File: src/rtl/cc_speed_pkg.sv
// -----------------------------------------------------------------------------
// cc_speed_pkg
// Shared definitions for the Frogger lane speed scheduler:
//   - scheduler state encoding (IDLE / RUN / PAUSE)
//   - default counter width, level shift, level width, lane count and reload
//   - saturation limit 2^W-2, which keeps the shortest lane period at 2 cycles
// No ports; imported by cc_speed_lane and cc_speed_scheduler.
// -----------------------------------------------------------------------------
package cc_speed_pkg;

  typedef enum logic [1:0] {
    ST_IDLE  = 2'd0,
    ST_RUN   = 2'd1,
    ST_PAUSE = 2'd2
  } sched_state_e;

  localparam int DEFAULT_LANES       = 4;
  localparam int DEFAULT_W           = 15;
  localparam int DEFAULT_LEVEL_WIDTH = 3;
  localparam int DEFAULT_LEVEL_SHIFT = 9;
  localparam int DEFAULT_RELOAD      = 'h4000;

  // Largest effective reload for the default width (2^W-2).
  localparam logic [DEFAULT_W-1:0] DEFAULT_SAT_LIMIT = {{(DEFAULT_W-1){1'b1}}, 1'b0};

  // Saturation limit for an arbitrary counter width.
  function automatic int sat_limit(input int w);
    return (1 << w) - 2;
  endfunction

endpackage

File: src/rtl/cc_speed_lane.sv
// -----------------------------------------------------------------------------
// cc_speed_lane
// One object lane of the speed scheduler. Holds the lane's reload register,
// an up-counter that wraps from all-ones back to the effective reload, and the
// registered one-cycle tick emitted on that wrap.
//
// Ports
//   clk         system clock, rising edge
//   rst         synchronous active-high reset
//   hold        load the counter with the effective reload (IDLE or stop)
//   count_en    advance the counter this edge (RUN, pause low, no stop)
//   level       current game level, added (shifted) to the reload
//   cfg_we      write strobe for this lane's reload register
//   cfg_reload  value written on cfg_we (all-ones is clamped to 2^W-2)
//   tick        registered one-cycle tick at terminal count
// -----------------------------------------------------------------------------
module cc_speed_lane
  import cc_speed_pkg::*;
#(
  parameter int W              = DEFAULT_W,
  parameter int LEVEL_WIDTH    = DEFAULT_LEVEL_WIDTH,
  parameter int LEVEL_SHIFT    = DEFAULT_LEVEL_SHIFT,
  parameter int RELOAD_DEFAULT = DEFAULT_RELOAD
) (
  input  logic                   clk,
  input  logic                   rst,
  input  logic                   hold,
  input  logic                   count_en,
  input  logic [LEVEL_WIDTH-1:0] level,
  input  logic                   cfg_we,
  input  logic [W-1:0]           cfg_reload,
  output logic                   tick
);

  // Sum width wide enough that reload + (level << shift) can never wrap.
  localparam int SW = W + LEVEL_WIDTH + LEVEL_SHIFT;

  localparam logic [W-1:0] ALL_ONES    = {W{1'b1}};
  localparam logic [W-1:0] SAT_LIMIT   = {{(W-1){1'b1}}, 1'b0};
  localparam logic [W-1:0] RELOAD_INIT = RELOAD_DEFAULT[W-1:0];
  localparam logic [W-1:0] ONE         = {{(W-1){1'b0}}, 1'b1};

  function automatic logic [W-1:0] eff_of(input logic [W-1:0]           base,
                                          input logic [LEVEL_WIDTH-1:0] lvl);
    logic [SW-1:0] sum;
    sum = SW'(base) + (SW'(lvl) << LEVEL_SHIFT);
    if (sum > SW'(SAT_LIMIT)) begin
      return SAT_LIMIT;
    end
    return sum[W-1:0];
  endfunction

  logic [W-1:0] reload_q, reload_d;
  logic [W-1:0] cnt_q, cnt_d;
  logic         tick_q, tick_d;
  logic [W-1:0] eff;
  logic [W-1:0] eff_rst;
  logic         terminal;

  always_comb begin
    // eff always uses the register value from before this edge, so a write
    // landing on a terminal-count cycle only affects the following reload.
    eff      = eff_of(reload_q, level);
    eff_rst  = eff_of(RELOAD_INIT, level);
    terminal = (cnt_q == ALL_ONES);

    reload_d = reload_q;
    cnt_d    = cnt_q;
    tick_d   = 1'b0;

    if (cfg_we) begin
      reload_d = (cfg_reload == ALL_ONES) ? SAT_LIMIT : cfg_reload;
    end

    if (hold) begin
      cnt_d = eff;
    end else if (count_en) begin
      if (terminal) begin
        cnt_d  = eff;
        tick_d = 1'b1;
      end else begin
        cnt_d = cnt_q + ONE;
      end
    end
  end

  always_ff @(posedge clk) begin
    if (rst) begin
      reload_q <= RELOAD_INIT;
      cnt_q    <= eff_rst;
      tick_q   <= 1'b0;
    end else begin
      reload_q <= reload_d;
      cnt_q    <= cnt_d;
      tick_q   <= tick_d;
    end
  end

  assign tick = tick_q;

endmodule

File: src/rtl/cc_speed_scheduler.sv
// -----------------------------------------------------------------------------
// cc_speed_scheduler
// Multi-lane speed scheduler for the Frogger playfield. Sequences LANES lane
// counters through IDLE / RUN / PAUSE, decodes reload writes to the target
// lane and fans out the hold / count controls. Lane ticks drive the car/log
// shift registers.
//
// Ports
//   CC_SPEEDSCHEDULER_CLOCK_50         system clock, rising edge
//   CC_SPEEDSCHEDULER_RESET_InHigh     synchronous active-high reset
//   CC_SPEEDSCHEDULER_start_InHigh     pulse, IDLE -> RUN
//   CC_SPEEDSCHEDULER_stop_InHigh      pulse, any state -> IDLE (highest priority)
//   CC_SPEEDSCHEDULER_pause_InHigh     level, holds RUN in PAUSE while high
//   CC_SPEEDSCHEDULER_level_InBUS      game level, speeds up all lanes
//   CC_SPEEDSCHEDULER_cfgWrite_InHigh  reload register write strobe
//   CC_SPEEDSCHEDULER_cfgLane_InBUS    target lane of the write
//   CC_SPEEDSCHEDULER_cfgReload_InBUS  reload value
//   CC_SPEEDSCHEDULER_tick_OutBUS      per-lane registered one-cycle tick
//   CC_SPEEDSCHEDULER_state_OutBUS     registered state: 0 IDLE, 1 RUN, 2 PAUSE
// -----------------------------------------------------------------------------
module cc_speed_scheduler
  import cc_speed_pkg::*;
#(
  parameter int LANES                    = DEFAULT_LANES,
  parameter int SPEEDSCHEDULER_DATAWIDTH = DEFAULT_W,
  parameter int LEVEL_WIDTH              = DEFAULT_LEVEL_WIDTH,
  parameter int LEVEL_SHIFT              = DEFAULT_LEVEL_SHIFT,
  parameter int RELOAD_DEFAULT           = DEFAULT_RELOAD
) (
  input  logic                                              CC_SPEEDSCHEDULER_CLOCK_50,
  input  logic                                              CC_SPEEDSCHEDULER_RESET_InHigh,
  input  logic                                              CC_SPEEDSCHEDULER_start_InHigh,
  input  logic                                              CC_SPEEDSCHEDULER_stop_InHigh,
  input  logic                                              CC_SPEEDSCHEDULER_pause_InHigh,
  input  logic [LEVEL_WIDTH-1:0]                            CC_SPEEDSCHEDULER_level_InBUS,
  input  logic                                              CC_SPEEDSCHEDULER_cfgWrite_InHigh,
  input  logic [((LANES > 1) ? $clog2(LANES) : 1)-1:0]      CC_SPEEDSCHEDULER_cfgLane_InBUS,
  input  logic [SPEEDSCHEDULER_DATAWIDTH-1:0]               CC_SPEEDSCHEDULER_cfgReload_InBUS,
  output logic [LANES-1:0]                                  CC_SPEEDSCHEDULER_tick_OutBUS,
  output logic [1:0]                                        CC_SPEEDSCHEDULER_state_OutBUS
);

  localparam int LANE_AW = (LANES > 1) ? $clog2(LANES) : 1;

  logic clk;
  logic rst;
  logic start;
  logic stop;
  logic pause;

  assign clk   = CC_SPEEDSCHEDULER_CLOCK_50;
  assign rst   = CC_SPEEDSCHEDULER_RESET_InHigh;
  assign start = CC_SPEEDSCHEDULER_start_InHigh;
  assign stop  = CC_SPEEDSCHEDULER_stop_InHigh;
  assign pause = CC_SPEEDSCHEDULER_pause_InHigh;

  sched_state_e state_q, state_d;

  always_comb begin
    state_d = state_q;
    if (stop) begin
      state_d = ST_IDLE;
    end else begin
      unique case (state_q)
        ST_IDLE:  if (start)  state_d = ST_RUN;
        ST_RUN:   if (pause)  state_d = ST_PAUSE;
        ST_PAUSE: if (!pause) state_d = ST_RUN;
        default:              state_d = ST_IDLE;
      endcase
    end
  end

  always_ff @(posedge clk) begin
    if (rst) begin
      state_q <= ST_IDLE;
    end else begin
      state_q <= state_d;
    end
  end

  assign CC_SPEEDSCHEDULER_state_OutBUS = state_q;

  // Counting is gated by the pause input itself rather than the registered
  // state: the edge that sees pause rise is already inhibited, and the edge
  // that sees pause fall already counts, so a pause of N cycles delays the
  // next tick by exactly N.
  logic lane_hold;
  logic lane_count_en;

  assign lane_hold     = stop || (state_q == ST_IDLE);
  assign lane_count_en = !stop && !pause &&
                         ((state_q == ST_RUN) || (state_q == ST_PAUSE));

  // A lane index at or above LANES matches no instance, so such writes drop.
  logic [LANES-1:0] lane_we;
  logic [LANES-1:0] lane_tick;

  for (genvar i = 0; i < LANES; i++) begin : g_lane
    assign lane_we[i] = CC_SPEEDSCHEDULER_cfgWrite_InHigh &&
                        (CC_SPEEDSCHEDULER_cfgLane_InBUS == LANE_AW'(i));

    cc_speed_lane #(
      .W              (SPEEDSCHEDULER_DATAWIDTH),
      .LEVEL_WIDTH    (LEVEL_WIDTH),
      .LEVEL_SHIFT    (LEVEL_SHIFT),
      .RELOAD_DEFAULT (RELOAD_DEFAULT)
    ) u_lane (
      .clk        (clk),
      .rst        (rst),
      .hold       (lane_hold),
      .count_en   (lane_count_en),
      .level      (CC_SPEEDSCHEDULER_level_InBUS),
      .cfg_we     (lane_we[i]),
      .cfg_reload (CC_SPEEDSCHEDULER_cfgReload_InBUS),
      .tick       (lane_tick[i])
    );
  end

  assign CC_SPEEDSCHEDULER_tick_OutBUS = lane_tick;

endmodule

File: config.mk
export PLATFORM = sky130hd
export DESIGN_NAME = cc_speed_scheduler
export DESIGN_NICKNAME = d
export VERILOG_FILES = /design/src/rtl/cc_speed_pkg.sv /design/src/rtl/cc_speed_lane.sv /design/src/rtl/cc_speed_scheduler.sv
export SDC_FILE = /design/constraint.sdc
export NUM_CORES = 1
export LEC_CHECK = 0
export CORE_ASPECT_RATIO = 1.75
export CORE_MARGIN = 1
export CORE_UTILIZATION = 55
export DETAILED_ROUTE_END_ITERATION = 16
export PLACE_DENSITY = 0.83
export SLEW_MARGIN = 20
export SYNTH_ARGS = -nofsm -noshare
export SYNTH_HDL_FRONTEND = slang
export SYNTH_HIERARCHICAL = 1
export SYNTH_SLANG_ARGS = --single-unit
export TNS_END_PERCENT = 50
File: constraint.sdc
create_clock -name CC_SPEEDSCHEDULER_CLOCK_50 -period 3.2 [get_ports CC_SPEEDSCHEDULER_CLOCK_50]
set_input_delay 0.8 -clock CC_SPEEDSCHEDULER_CLOCK_50 [delete_from_list [all_inputs] [get_ports CC_SPEEDSCHEDULER_CLOCK_50]]
set_output_delay 0.8 -clock CC_SPEEDSCHEDULER_CLOCK_50 [all_outputs]
set_load 0.02 [all_outputs]
=== After elaboration in Yosys (flattened, before gate mapping) ===
Cells that the tools add are included.

* Output and inout bits: 6
* Register bits after elaboration: 126
* Latch bits: 0
* Word-level logic and storage cells: 97
* Memories: 0
* ROM bits: 0
* RAM bits: 0

* Eq/ne operators: 13
* Bitwise operators: 1
* Div/mod/pow operators: 0
* Mux-type cells: 40
* Add/sub/neg operators: 9
* Multipliers: 0
* $lt $le $gt $ge: 5
* Reductions and logical operators: 16
* Shifts and indexed selects: 0

{| class="wikitable"
|+ Operator list
! cell !! count
|-
| 15-bit 2-to-1 mux || 27
|-
| 27-bit by 15-bit greater-than comparator with 1-bit output, second input constant || 5
|-
| 15-bit == test, second input constant || 5
|-
| 15-bit by 12-bit adder with 16-bit output || 4
|-
| 15-bit by 1-bit adder with 15-bit output, second input constant || 4
|-
| 15-bit by 12-bit adder with 16-bit output, first input constant || 1
|-
| 1-bit 2-to-1 mux || 9
|-
| 2-bit == test, second input constant || 3
|-
| 1-bit logical AND || 6
|-
| 2-bit 2-to-1 mux || 3
|-
| 2-bit inequality test, second input constant || 3
|-
| 2-bit one-hot mux with 3 select lines || 1
|-
| 2-bit by 1-bit == test with 1-bit output, second input constant || 2
|-
| 2-bit zero test || 2
|-
| 3-bit AND reduction || 1
|-
| 3-bit nonzero test || 1
|-
| 3-bit OR reduction || 1
|-
| 1-bit zero test || 2
|-
| 1-bit logical OR || 2
|-
| 2-bit OR reduction || 1
|-
| 1-bit NOT || 1
|}

=== Logic depth before layout (Yosys ltp) ===
Gate-level depths: netlist of the first run.

* Word-level depth: 8
* Depth in mapped cells: 9
* Mapped depth without buffers: 8

=== By module ===
The synthesis of the first run kept the hierarchy.

{| class="wikitable"
|+ Modules (own cells, without submodules)
! module !! area each (µm²) !! times used !! cells each !! sequential area each (µm²)
|-
| cc_speed_lane at g_lane[0].u_lane ... || 1,954.4 || 3 || 196 || 770.7
|-
| cc_speed_lane at g_lane[3].u_lane || 1,778.0 || 1 || 185 || 770.7
|-
| cc_speed_scheduler || 206.4 || 1 || 24 || 40.0
|}

=== Least setup slack after synthesis of the first run ===
OpenSTA, ideal clock, no wires.

* Path kind: input-to-reg
* Start: in CC_SPEEDSCHEDULER_level_InBUS[0]
* End: reg g_lane[0].u_lane.cnt_q[13], data pin
* Required time: 3.020 ns
* Stages: 8
* Setup slack: 0.571 ns
* Arrival: 2.448 ns
* Buffers on the path: 1
* Setup time: 0.180 ns
* Cell sequence: ha_1 > inv_1 > fa_1 > nor2b_1 > o2111a_1 > buf_2 > a21oi_1 > a221oi_1

* Word-level cells in the longest chain between the ends: 8
* Elaborated cells on any way between the ends: 12
* Classes of those cells: add/sub (2); order compare (2); mux (8)

{| class="wikitable"
|+ RTL lines
! what !! line !! RTL
|-
| start, declared || cc_speed_scheduler.sv:35 || <nowiki>input logic [LEVEL_WIDTH-1:0] CC_SPEEDSCHEDULER_level_InBUS,</nowiki>
|-
| 15-bit by 12-bit adder with 16-bit output || cc_speed_lane.sv:46 || <nowiki>sum = SW'(base) + (SW'(lvl) << LEVEL_SHIFT);</nowiki>
|-
| 27-bit by 15-bit greater-than comparator with 1-bit output || cc_speed_lane.sv:47 || <nowiki>if (sum > SW'(SAT_LIMIT)) begin</nowiki>
|-
| 1-bit 2-to-1 mux || cc_speed_lane.sv:47 ||
|-
| 15-bit 2-to-1 mux || cc_speed_lane.sv:50 || <nowiki>return sum[W-1:0];</nowiki>
|-
| 15-bit 2-to-1 mux || cc_speed_lane.sv:78 || <nowiki>if (terminal) begin</nowiki>
|-
| 15-bit 2-to-1 mux || cc_speed_lane.sv:77 || <nowiki>end else if (count_en) begin</nowiki>
|-
| 15-bit 2-to-1 mux || cc_speed_lane.sv:75 || <nowiki>if (hold) begin</nowiki>
|-
| 15-bit 2-to-1 mux (*) || cc_speed_lane.sv:88 || <nowiki>if (rst) begin</nowiki>
|-
| end signal, assigned || cc_speed_lane.sv:90 || <nowiki>cnt_q <= eff_rst;</nowiki>
|-
| end signal, assigned || cc_speed_lane.sv:94 || <nowiki>cnt_q <= cnt_d;</nowiki>
|-
| end, declared || cc_speed_lane.sv:54 || <nowiki>logic [W-1:0] cnt_q, cnt_d;</nowiki>
|}

Mark *: on every way between the ends. The rest lies on a longest branch, timed or not. The select of a mux whose other input is x is not followed.
A chain may end at the register's enable or synchronous reset.

=== Worst setup path after layout of the first run ===
* Start: in CC_SPEEDSCHEDULER_level_InBUS[0]
* End: reg g_lane[3].u_lane.cnt_q[0], data pin

* Word-level cells in the longest chain between the ends: 8
* Elaborated cells on any way between the ends: 12
* Classes of those cells: add/sub (2); order compare (2); mux (8)

{| class="wikitable"
|+ RTL lines
! what !! line
|-
| 15-bit by 12-bit adder with 16-bit output || cc_speed_lane.sv:46
|-
| 27-bit by 15-bit greater-than comparator with 1-bit output || cc_speed_lane.sv:47
|-
| 1-bit 2-to-1 mux || cc_speed_lane.sv:47
|-
| 15-bit 2-to-1 mux || cc_speed_lane.sv:50
|-
| 15-bit 2-to-1 mux || cc_speed_lane.sv:78
|-
| 15-bit 2-to-1 mux || cc_speed_lane.sv:77
|-
| 15-bit 2-to-1 mux || cc_speed_lane.sv:75
|-
| 15-bit 2-to-1 mux (*) || cc_speed_lane.sv:88
|-
| end signal, assigned || cc_speed_lane.sv:90
|-
| end signal, assigned || cc_speed_lane.sv:94
|-
| end, declared || cc_speed_lane.sv:54
|}

Marked as above.

==> results of run 1 <==
==> state kept, by name, summed over array words and instances (netlist names) <==
name,cells
g_lane.u_lane/reload_q,60
g_lane.u_lane/cnt_q,60
g_lane.u_lane/tick,4
CC_SPEEDSCHEDULER_state_OutBUS,2
==> cells in the final DEF (no fill, tap or decap), types with 6 or more instances in the layout <==
cell and n:
clkdlybuf4s50_1 30, o31a_1 6, and3_1 11, a2111oi_0 8
edfxtp_1 60, a221oi_2 6, a211oi_1 39, nand2_1 33
a21oi_1 15, nor2b_1 12, nor2_1 92, ha_1 20
a2111oi_4 6, nand2b_1 21, buf_4 41, dfxtp_1 66
clkbuf_16 18, nor4_1 13, xor2_1 17, nor3_1 37
mux2i_1 56, inv_1 34, nand3_1 20, o21ai_0 8
xnor2_1 31, a221oi_1 6, a31oi_1 15, nand4_1 28
and4_1 10, or4_1 7
==> repair_timing <==
action	CTS	global route
setup buffers	0	0
resized for setup	0	2
endpoints found under the setup margin	0	2
==> cell type report <==
cell class                 count  area share, %
clock buffer                  22          5.269
clock inverter                10          1.725
inverter                      34          1.385
multi-input combinational    597          48.07
sequential                   126          33.89
tap                          177          2.404
timing repair buffer          74          7.251
==> metal layers <==
metal / vias to the layer above / GRT usage, % / share of wire, %
li1: 3146 / - / -
met1: 3204 / 33.30 / 36
met2: 304 / 52.14 / 53
met3: 81 / 5.095 / 7.1
met4: 0 / 13.85 / 4.5
met5: - / 0 / 0
==> final timing paths <==
kind                               startpoint  cells past startpoint                            to  slack [ns]
max          CC_SPEEDSCHEDULER_level_InBUS[0]                     10     g_lane[3].u_lane/cnt_q[0]        0.18
min              g_lane[1].u_lane/reload_q[0]                      2  g_lane[1].u_lane/reload_q[0]        0.49
max reg2reg         g_lane[0].u_lane/cnt_q[0]                      5     g_lane[0].u_lane/cnt_q[9]        0.67
min reg2reg      g_lane[1].u_lane/reload_q[0]                      2  g_lane[1].u_lane/reload_q[0]        0.49
==> Yosys cell counts, types with 8 or more instances <==
cell	count	area [um^2]
a2111oi_0	9	78.83
a211oi_1	39	292.8
a21oi_1	15	75.07
a31oi_1	15	93.84
and3_1	11	68.82
and4_1	10	87.58
buf_1	8	30.03
clkbuf_1	23	86.33
dfxtp_1	66	1321
edfxtp_1	60	1802
ha_1	20	250.2
inv_1	34	127.6
mux2i_1	56	560.5
nand2_1	33	123.9
nand2b_1	21	131.4
nand3_1	20	100.1
nand4_1	28	175.2
nor2_1	92	345.3
nor2b_1	12	75.07
nor3_1	37	185.2
nor4_1	13	81.33
o21ai_0	8	40.04
xnor2_1	31	271.5
xor2_1	17	148.9
==> worst reg2reg max path: stages (launching register included) <==
cell and delay (ns):
edfxtp_1 0.42, ha_1 0.26, nand3_2 0.16, or4_4 0.67, a2111oi_0 0.60, a221oi_1 0.13
==> cells by family (layout without fill, tap and decap cells) <==
group | after synthesis | count (layout) | share of synthesized area [%]
muxes | 56 | 56 | 7.143
DFF | 126 | 126 | 39.80
buffers and inverters | 74 | 140 | 3.922
and+or+nand+nor | 325 | 325 | 23.76
adders and majority gates | 24 | 24 | 4.209
AOI/OAI and AO/OA | 144 | 144 | 15.82
xor gates and xnor gates | 48 | 48 | 5.357
==> report_power, final <==
part           leakage (nW)  switching (mW)  internal, mW
sequential             1.22           0.101          1.79
clock                 0.311           0.706          1.39
combinational          1.78           0.278         0.220
total                  3.31            1.08          3.39
==> qor.txt, run 1 <==
==========================================================================================
Average routed wire per standard cell                                             19.93 um
Final estimated routing congestion in global placement                              0.8817
Post-synth EDFFs                                                                        60
Antenna diode count                                                                      0
Number of hold-slack violations in the final timing report                               0
Final Worst Setup Slack                                                          0.1807 ns
Clock edge transition at the registers on the reported setup and hold paths        0.05 ns
Final wirelength                                                                  20730 um
Post-route standard cell area excluding fillers                               0.009214 mm^2
Post-synthesis register bit count                                                      126
Layout area overhead                                                                17.41%
GR Util All Layers                                                                  29.23%
CP top delay family                                                           buffers and inverters
Total power of the final layout                                                   4.479 mW
Worst-margin pin slew                                                            0.6478 ns
Nature of the critical path endpoint                                             flip-flop
Chip Height                                                                       160.0 um
DR pass1 iterations                                                                      5
Worst setup path category                                                     primary input to flip-flop
ANT nets after route                                                                     0
Yosys warning total                                                                      6
Outcome                                                                       finished, final reports clean
Synthesized netlist cell count                                                         797
Floorplan die area                                                            0.01477 mm^2
Crit path buffers/inverters                                                              3
Area used by multi-input combinational logic                                  0.004429 mm^2
Maximum clock insertion buffer count                                                     2
Synth async-reset ratio                                                                 0%
CTS H-tree depth                                                                         4
Worst slew margin                                                                   55.69%
Share of layout cells above drive strength 1                                        12.86%
Pwr/cell area                                                                 486.1 mW/mm^2
# fillers                                                                             1054
RSZ-0062 raised after global routing                                                 false
Sinks on Clock Net                                                                     126
Syn_area_per_cell                                                               9.846 um^2
Number of DRC markers in iteration 0                                                   418
Max rail drop VDD                                                              0.0004497 V
Final HPWL from detailed placement                                                13610 um
Number of different library cells in the post-synthesis netlist                         63
Critical-path top delay cell                                                  clkdlybuf4s50_1
Register area share after synthesis                                                 39.80%
Post-DP Area                                                                  0.008562 mm^2
Critical path, cell by cell                                                   clkdlybuf4s50_1 -> buf_4 -> ha_1 -> inv_1 -> fa_1 -> nor2b_1 -> o21ai_0 -> xor2_1 -> nor4bb_2 -> o32ai_2
Maximum fanout count along the critical path                                             8
Kind of start point of the critical path                                      primary input
Data arrival time of the critical path                                             3.16 ns
Net count reported at finish                                                           900
Mapped cell area                                                              0.007848 mm^2
Sum of negative setup slack                                                           0 ns
Initial antenna violation count                                                          0
Number of buffers inserted by hold repair at cts                                         0
Achievable Freq                                                                 0.3312 GHz
Synth Flop Type                                                                    dfxtp_1
Max-slew violation count                                                                 0
Horizontal die dimension                                                          92.30 um
Post-route minimum period                                                         3.019 ns
Core Box Area                                                                 0.01391 mm^2
Mean number of vias per cell                                                         6.476
Total vias in the final route                                                         6735
Syn Nets                                                                               847
Filler-free cell count of the finished design                                         1040
Cell at the root of the clock tree                                               clkbuf_16
Worst path required time                                                           3.34 ns
Ratio of final minimum period to clock period                                       94.35%
DR DRC count                                                                             0
Count of input and output buffers                                                       31
Total area of sequential cells                                                0.003123 mm^2
Worst min path class                                                          flip-flop to flip-flop
Final worst clock skew                                                         0.009081 ns
Worst stage delay on the critical path                                             0.46 ns
Total of max-cap violations                                                              0
Final number of setup-violating endpoints                                                0
Worst hold-check slack                                                           0.4851 ns
Pin count of the biggest net entering global routing                                    78
Io pins                                                                                 32
Number of global-route vias before repair                                             6743
Latest clock arrival within the worst-skew pair                                    0.42 ns
Effective utilization at floorplan                                                  56.43%
Cts bufs inserted                                                                       17
CTS tree                                                                              done
Overflow left after global routing                                                       0
Wire length of the first global-routing pass                                      33690 um
Number of standard-cell rows in the floorplan                                           57
Fraction of the core area covered by cells at the end of the flow                   66.25%
Number of instances in the placed design                                              1008
Place WS                                                                        -0.1099 ns
Pleak                                                                             3.310 nW
==========================================================================================
(Power assumes the default switching activity.)
==> run 2: changes to the inputs <==
--- a/config.mk
+++ b/config.mk
@@ -5,6 +5,7 @@
 export SDC_FILE = /design/constraint.sdc
 export NUM_CORES = 1
 export LEC_CHECK = 0
+export ABC_AREA = 1
 export CORE_ASPECT_RATIO = 1.75
 export CORE_MARGIN = 1
 export CORE_UTILIZATION = 55
==> run 2 against run 1 <==
  * Final cell count increased by 30%
  * Design area grew 0.88%
  * Setup slack better by 0.084 ns
  * Hold slack improved by 0.021 ns
  * Critical path type unchanged
  * Critical endpoint is now g_lane[1].u_lane/cnt_q[0]
==> qor.txt, run 2 <==
==========================================================================================
Io pins                                                                                 32
Latest clock arrival within the worst-skew pair                                    0.42 ns
CTS H-tree depth                                                                         4
Total vias in the final route                                                         7408
Pwr/cell area                                                                 463.9 mW/mm^2
Synth Flop Type                                                                    dfxtp_1
Number of DRC markers in iteration 0                                                   418
Number of global-route vias before repair                                             7393
Average routed wire per standard cell                                             14.91 um
GR Util All Layers                                                                  28.38%
Synthesized netlist cell count                                                        1098
Synth async-reset ratio                                                                 0%
CTS resizes                                                                              0
Number of hold-slack violations in the final timing report                               0
Top area cells in the synthesized netlist                                     edfxtp_1 (22%), dfxtp_1 (16%), nand2_1 (9.9%)
Met1 track demand over resource in global routing                                   30.54%
Post-synth EDFFs                                                                        60
Overflow left after global routing                                                       0
Final wirelength                                                                  20100 um
Antenna diode count                                                                      0
Number of different library cells in the post-synthesis netlist                         37
Number of instances in the placed design                                              1316
Post-synthesis register bit count                                                      126
Yosys warning total                                                                      6
Achievable Freq                                                                 0.3407 GHz
Nature of the critical path endpoint                                             flip-flop
Number of buffers inserted by hold repair at cts                                         0
Count of input and output buffers                                                       31
Final Worst Setup Slack                                                          0.2645 ns
Post-DP Area                                                                  0.008756 mm^2
Worst-margin pin slew                                                            0.6061 ns
Cts bufs inserted                                                                       17
Synth top area share                                                                22.30%
Mean number of vias per cell                                                         5.496
Maximum clock insertion buffer count                                                     2
DR pass1 iterations                                                                      7
Syn Nets                                                                              1148
Final estimated routing congestion in global placement                              0.8745
Register area share after synthesis                                                 38.65%
Mapped cell area                                                              0.008080 mm^2
Number of standard-cell rows in the floorplan                                           58
Total of max-cap violations                                                              0
Chip Height                                                                       162.3 um
Library cell occupying the most area in the post-synthesis netlist                edfxtp_1
Share of layout cells above drive strength 1                                        10.02%
Final worst clock skew                                                          0.01050 ns
Floorplan die area                                                            0.01520 mm^2
Kind of start point of the critical path                                      primary input
Leading post-synthesis cells by instance count                                nand2_1 (214), inv_1 (189), nand3_1 (90)
Met3 layer usage reported by global route                                           4.855%
Clock edge transition at the registers on the reported setup and hold paths        0.06 ns
RSZ-0062 raised after global routing                                                 false
Worst min path class                                                          flip-flop to flip-flop
Pleak                                                                             4.483 nW
Core Box Area                                                                 0.01437 mm^2
Total power of the final layout                                                   4.312 mW
Total area of sequential cells                                                0.003123 mm^2
Cell at the root of the clock tree                                               clkbuf_16
Commonest cells after routing, fill and taps aside                            nand2_1 (214), inv_1 (189), nand3_1 (90)
Net count reported at finish                                                          1205
CTS tree                                                                              done
Number of post-CTS setup repair buffers                                                  0
Sinks on Clock Net                                                                     126
Pin count of the biggest net entering global routing                                    31
Effective utilization at floorplan                                                  56.23%
Outcome                                                                       finished, final reports clean
Peak-usage layer in the global routing report                                         met2
Place WS                                                                        -0.1414 ns
Post-route standard cell area excluding fillers                               0.009295 mm^2
Filler-free cell count of the finished design                                         1348
Layout area overhead                                                                15.04%
Max-slew violation count                                                                 0
Horizontal die dimension                                                          93.63 um
Final HPWL from detailed placement                                                14420 um
Most frequent standard cell in the layout excluding fill and tap cells             nand2_1
Syn_area_per_cell                                                               7.359 um^2
Met2 demand-to-capacity share in global routing                                     50.03%
# fillers                                                                             1190
Data arrival time of the critical path                                             3.09 ns
Post-route minimum period                                                         2.936 ns
Count leader, synth                                                                nand2_1
Area used by multi-input combinational logic                                  0.004085 mm^2
Maximum fanout count along the critical path                                             8
Worst path required time                                                           3.35 ns
Worst slew margin                                                                   59.55%
Ratio of final minimum period to clock period                                       91.74%
Wire length of the first global-routing pass                                      33750 um
Initial antenna violation count                                                          0
Final number of setup-violating endpoints                                                0
Worst setup path category                                                     primary input to flip-flop
ANT nets after route                                                                     0
Max rail drop VDD                                                              0.0004581 V
DR DRC count                                                                             0
Reg-to-reg setup timing slack                                                      0.77 ns
==========================================================================================
## run 2: cell types whose count changed after synthesis, moves of 21 or more
cell,change
inv_1,+155
mux2i_1,-56
nand2b_1,-21
nor3_1,-27
a21oi_1,+66
o21ai_0,+77
nand2_1,+181
nand3_1,+70
a211oi_1,-39
## run 2: cells by family after synthesis
kind of cell	after synthesis	share of synthesized area, %
AOI/OAI and AO/OA	198	13.33
and+or+nand+nor	494	29.10
DFF	126	38.65
xor gates and xnor gates	35	3.794
adders and majority gates	24	4.088
buffers and inverters	221	11.04
## run 2: layout make-up
type                    count  share of cell area, %
clock buffers              18                  4.617
repair buffers             67                  6.327
inverters                 192                  7.901
multi-input cells         751                  43.95
well taps                 180                  2.423
clock inverters            14                  1.185
flip-flops and latches    126                  33.60
## run 2: worst paths after layout
kind / depth (start not counted) / to / startpoint
min reg2reg: 2 / g_lane[0].u_lane/reload_q[14] / g_lane[0].u_lane/reload_q[14]
min: 2 / g_lane[0].u_lane/reload_q[14] / g_lane[0].u_lane/reload_q[14]
max reg2reg: 9 / g_lane[2].u_lane/cnt_q[1] / CC_SPEEDSCHEDULER_state_OutBUS[1]
max: 13 / g_lane[1].u_lane/cnt_q[0] / CC_SPEEDSCHEDULER_level_InBUS[0]
## run 2: power breakdown
group          switching (mW)  internal (mW)
combinational           0.361          0.233
clock                   0.779           1.00
sequential              0.116           1.82
## run 2: worst max-delay path: stages
cell             delay, ns
clkdlybuf4s50_1       0.46
buf_4                 0.20
ha_1                  0.19
inv_1                 0.06
fa_1                  0.47
nand3b_1              0.18
nor2_1                0.11
nand2_1               0.08
nor2_1                0.12
nand3_2               0.13
buf_4                 0.16
nand4_1               0.06
a21oi_1               0.07
## run 2: per-stage QoR
step | util (%) | hold slack [ns] | TNS, ns
final | 64.69 | 0.5058 | 0
after global routing | 64.69 | 0.5269 | 0
after CTS | 64.69 | 0.5104 | 0
after detailed placement | 60.94 | 0.5019 | -2.687
after global placement | 60.94 | 0.4864 | -0.2113
after floorplan | - | 0.4649 | 0
## run 2: metal layers
layer | wire length (um) | share of wire [%] | vias up
met5 | 0 | 0 | -
met4 | 1195 | 5.9 | 0
met3 | 961 | 4.8 | 77
met2 | 10390 | 52 | 227
met1 | 7551 | 38 | 3378
li1 | - | - | 3726
==> run 3: changes to the inputs <==
--- a/config.mk
+++ b/config.mk
@@ -7,13 +7,12 @@
 export LEC_CHECK = 0
 export ABC_AREA = 1
 export CORE_ASPECT_RATIO = 1.75
-export CORE_MARGIN = 1
+export CORE_MARGIN = 2
 export CORE_UTILIZATION = 55
 export DETAILED_ROUTE_END_ITERATION = 16
 export PLACE_DENSITY = 0.83
 export SLEW_MARGIN = 20
 export SYNTH_ARGS = -nofsm -noshare
 export SYNTH_HDL_FRONTEND = slang
-export SYNTH_HIERARCHICAL = 1
 export SYNTH_SLANG_ARGS = --single-unit
-export TNS_END_PERCENT = 50
+export TNS_END_PERCENT = 10
==> run 3 against run 2 <==
  * Non-clock buffer count is 7 lower
  * Combinational power is 6.9% lower
  * Design area is 6.8% lower
  * Global-route usage is 2.3 points lower
  * Wire length is 8.7% lower
  * Setup slack worse by 0.074 ns
  * Via count is 11% lower
  * Critical endpoint is now g_lane[0].u_lane.cnt_q[12]
==> qor.txt, run 3 <==
==========================================================================================
Kind of start point of the critical path                                      primary input
Latest clock arrival within the worst-skew pair                                    0.42 ns
Overflow left after global routing                                                       0
Post-route minimum period                                                         3.009 ns
Number of post-CTS setup repair buffers                                                  0
Worst min path class                                                          flip-flop to flip-flop
Net count reported at finish                                                          1039
Count of input and output buffers                                                       31
Mapped cell area                                                              0.007445 mm^2
Worst hold path startpoint                                                    g_lane[1].u_lane.reload_q[13]
Number of buffers inserted by hold repair at cts                                         0
Cts bufs inserted                                                                       17
Yosys warning total                                                                      0
CTS resizes                                                                              0
Number of standard-cell rows in the floorplan                                           56
Mean number of vias per cell                                                         5.600
Pleak                                                                             3.945 nW
Final worst clock skew                                                         0.006078 ns
Leading post-synthesis cells by instance count                                nand2_1 (147), inv_1 (135), o21ai_0 (102)
Max rail drop VDD                                                              0.0004002 V
Max-slew violation count                                                                 0
Final HPWL from detailed placement                                                12950 um
Maximum fanout count along the critical path                                             5
Wire length of the first global-routing pass                                      29920 um
R2R Path Start                                                                g_lane[3].u_lane.cnt_q[0]
Final estimated routing congestion in global placement                              0.9189
Number of different library cells in the post-synthesis netlist                         44
Number of DRC markers in iteration 0                                                   395
Critical path launch point                                                    CC_SPEEDSCHEDULER_level_InBUS[0]
Core Box Area                                                                 0.01331 mm^2
CTS tree                                                                              done
Number of hold-slack violations in the final timing report                               0
Cell at the root of the clock tree                                               clkbuf_16
Synthesized netlist cell count                                                         946
Most frequent standard cell in the layout excluding fill and tap cells             nand2_1
Final number of setup-violating endpoints                                                0
Final wirelength                                                                  18350 um
Syn Nets                                                                               997
Effective utilization at floorplan                                                  55.92%
RSZ-0062 raised after global routing                                                 false
Post-synth EDFFs                                                                        60
Post-DP Area                                                                  0.008041 mm^2
ANT nets after route                                                                     0
Clock edge transition at the registers on the reported setup and hold paths        0.06 ns
DR pass1 iterations                                                                      7
Worst path required time                                                           3.47 ns
Io pins                                                                                 32
Top area cells in the synthesized netlist                                     edfxtp_1 (24%), dfxtp_1 (18%), nand2_1 (7.4%)
Synth Flop Type                                                                    dfxtp_1
Nature of the critical path endpoint                                             flip-flop
Antenna diode count                                                                      0
Maximum clock insertion buffer count                                                     2
Library cell occupying the most area in the post-synthesis netlist                edfxtp_1
Synth async-reset ratio                                                                 0%
CTS H-tree depth                                                                         4
Pwr/cell area                                                                 517.6 mW/mm^2
Worst-margin pin slew                                                            0.7320 ns
Floorplan die area                                                            0.01452 mm^2
Number of global-route vias before repair                                             6503
Sinks on Clock Net                                                                     126
Post-synthesis register bit count                                                      126
DR DRC count                                                                             0
Fraction of the core area covered by cells at the end of the flow                   65.06%
Average routed wire per standard cell                                             15.62 um
Pin count of the biggest net entering global routing                                    58
Commonest cells after routing, fill and taps aside                            nand2_1 (147), inv_1 (134), o21ai_0 (102)
Worst slew margin                                                                   51.15%
Count leader, synth                                                                nand2_1
Initial antenna violation count                                                          0
Layout area overhead                                                                16.34%
Syn_area_per_cell                                                               7.870 um^2
Total vias in the final route                                                         6580
Achievable Freq                                                                 0.3323 GHz
Horizontal die dimension                                                          91.95 um
Worst setup path category                                                     primary input to flip-flop
Synth top area share                                                                24.20%
Register area share after synthesis                                                 41.95%
Ratio of final minimum period to clock period                                       94.05%
Share of layout cells above drive strength 1                                        9.990%
Post-route standard cell area excluding fillers                               0.008661 mm^2
Outcome                                                                       finished, final reports clean
Chip Height                                                                       157.9 um
Total of max-cap violations                                                              0
Data arrival time of the critical path                                             3.28 ns
GR Util All Layers                                                                  26.09%
==========================================================================================
run 3: layout make-up:
class,count,area [um^2]
clock buffer,21,491.7
clock inverter,11,127.6
fill,1070,4652
inverter,136,510.5
multi-input combinational,647,3612
sequential,126,3123
tap,174,217.7
timing repair buffer,60,578.1
run 3: where the power goes:
group          internal (mW)  switching (mW)
Combinational          0.223           0.330
Clock                   1.26           0.730
Sequential              1.83           0.113
run 3: path summary, 6_finish.rpt:
path,endpoint,slack [ns],cells past startpoint
setup / recovery,g_lane[0].u_lane.cnt_q[12],0.19,14
hold / removal,g_lane[1].u_lane.reload_q[13],0.47,2
setup reg to reg,g_lane[3].u_lane.cnt_q[2],0.90,10
hold reg to reg,g_lane[1].u_lane.reload_q[13],0.47,2
run 3: critical path, cell delays in order:
cell and delay (ns):
clkdlybuf4s50_1 0.64, ha_1 0.24, inv_1 0.06, fa_1 0.43, inv_1 0.11, nand4_1 0.10
nor2_1 0.15, nand2_1 0.07, nor2_1 0.08, nand4_1 0.13, buf_4 0.18, nand3_1 0.07
nand2_1 0.07, a21oi_1 0.14
run 3: kinds of logic after synthesis:
family                     Yosys count  synth area share (%)
and+or+nand+nor                    379                 24.49
AOI/OAI and AO/OA                  199                 14.15
buffers and inverters              173                 9.630
DFF                                126                 41.95
xor gates and xnor gates            44                 5.176
adders and majority gates           25                 4.605
run 3: per-layer routing:
| layer | global-route usage (%) | up-vias | share of wire [%] |
|---|---|---|---|
| met1 | 28.26 | 3080 | 37 |
| li1 | - | 3248 | - |
| met4 | 15.78 | 0 | 5.2 |
| met3 | 3.237 | 60 | 4.6 |
| met2 | 48.00 | 192 | 53 |
| met5 | 0 | - | 0 |
run 3: stage by stage:
| stage | power, mW | std cells | TNS [ns] | hold slack [ns] | setup slack, ns |
|---|---|---|---|---|---|
| 4_1_cts | 4.478 | 1175 | 0 | 0.4724 | 0.2289 |
| 6_report | 4.483 | 1175 | 0 | 0.4686 | 0.1905 |
| 2_1_floorplan | 2.313 | 946 | 0 | 0.4441 | 0.03429 |
| 3_5_place_dp | 2.509 | 1143 | -5.362 | 0.4646 | -0.1690 |
| 3_3_place_gp | 2.489 | 1143 | -3.082 | 0.4555 | -0.09927 |
| 5_1_grt | 4.637 | 1175 | 0 | 0.4961 | 0.01722 |
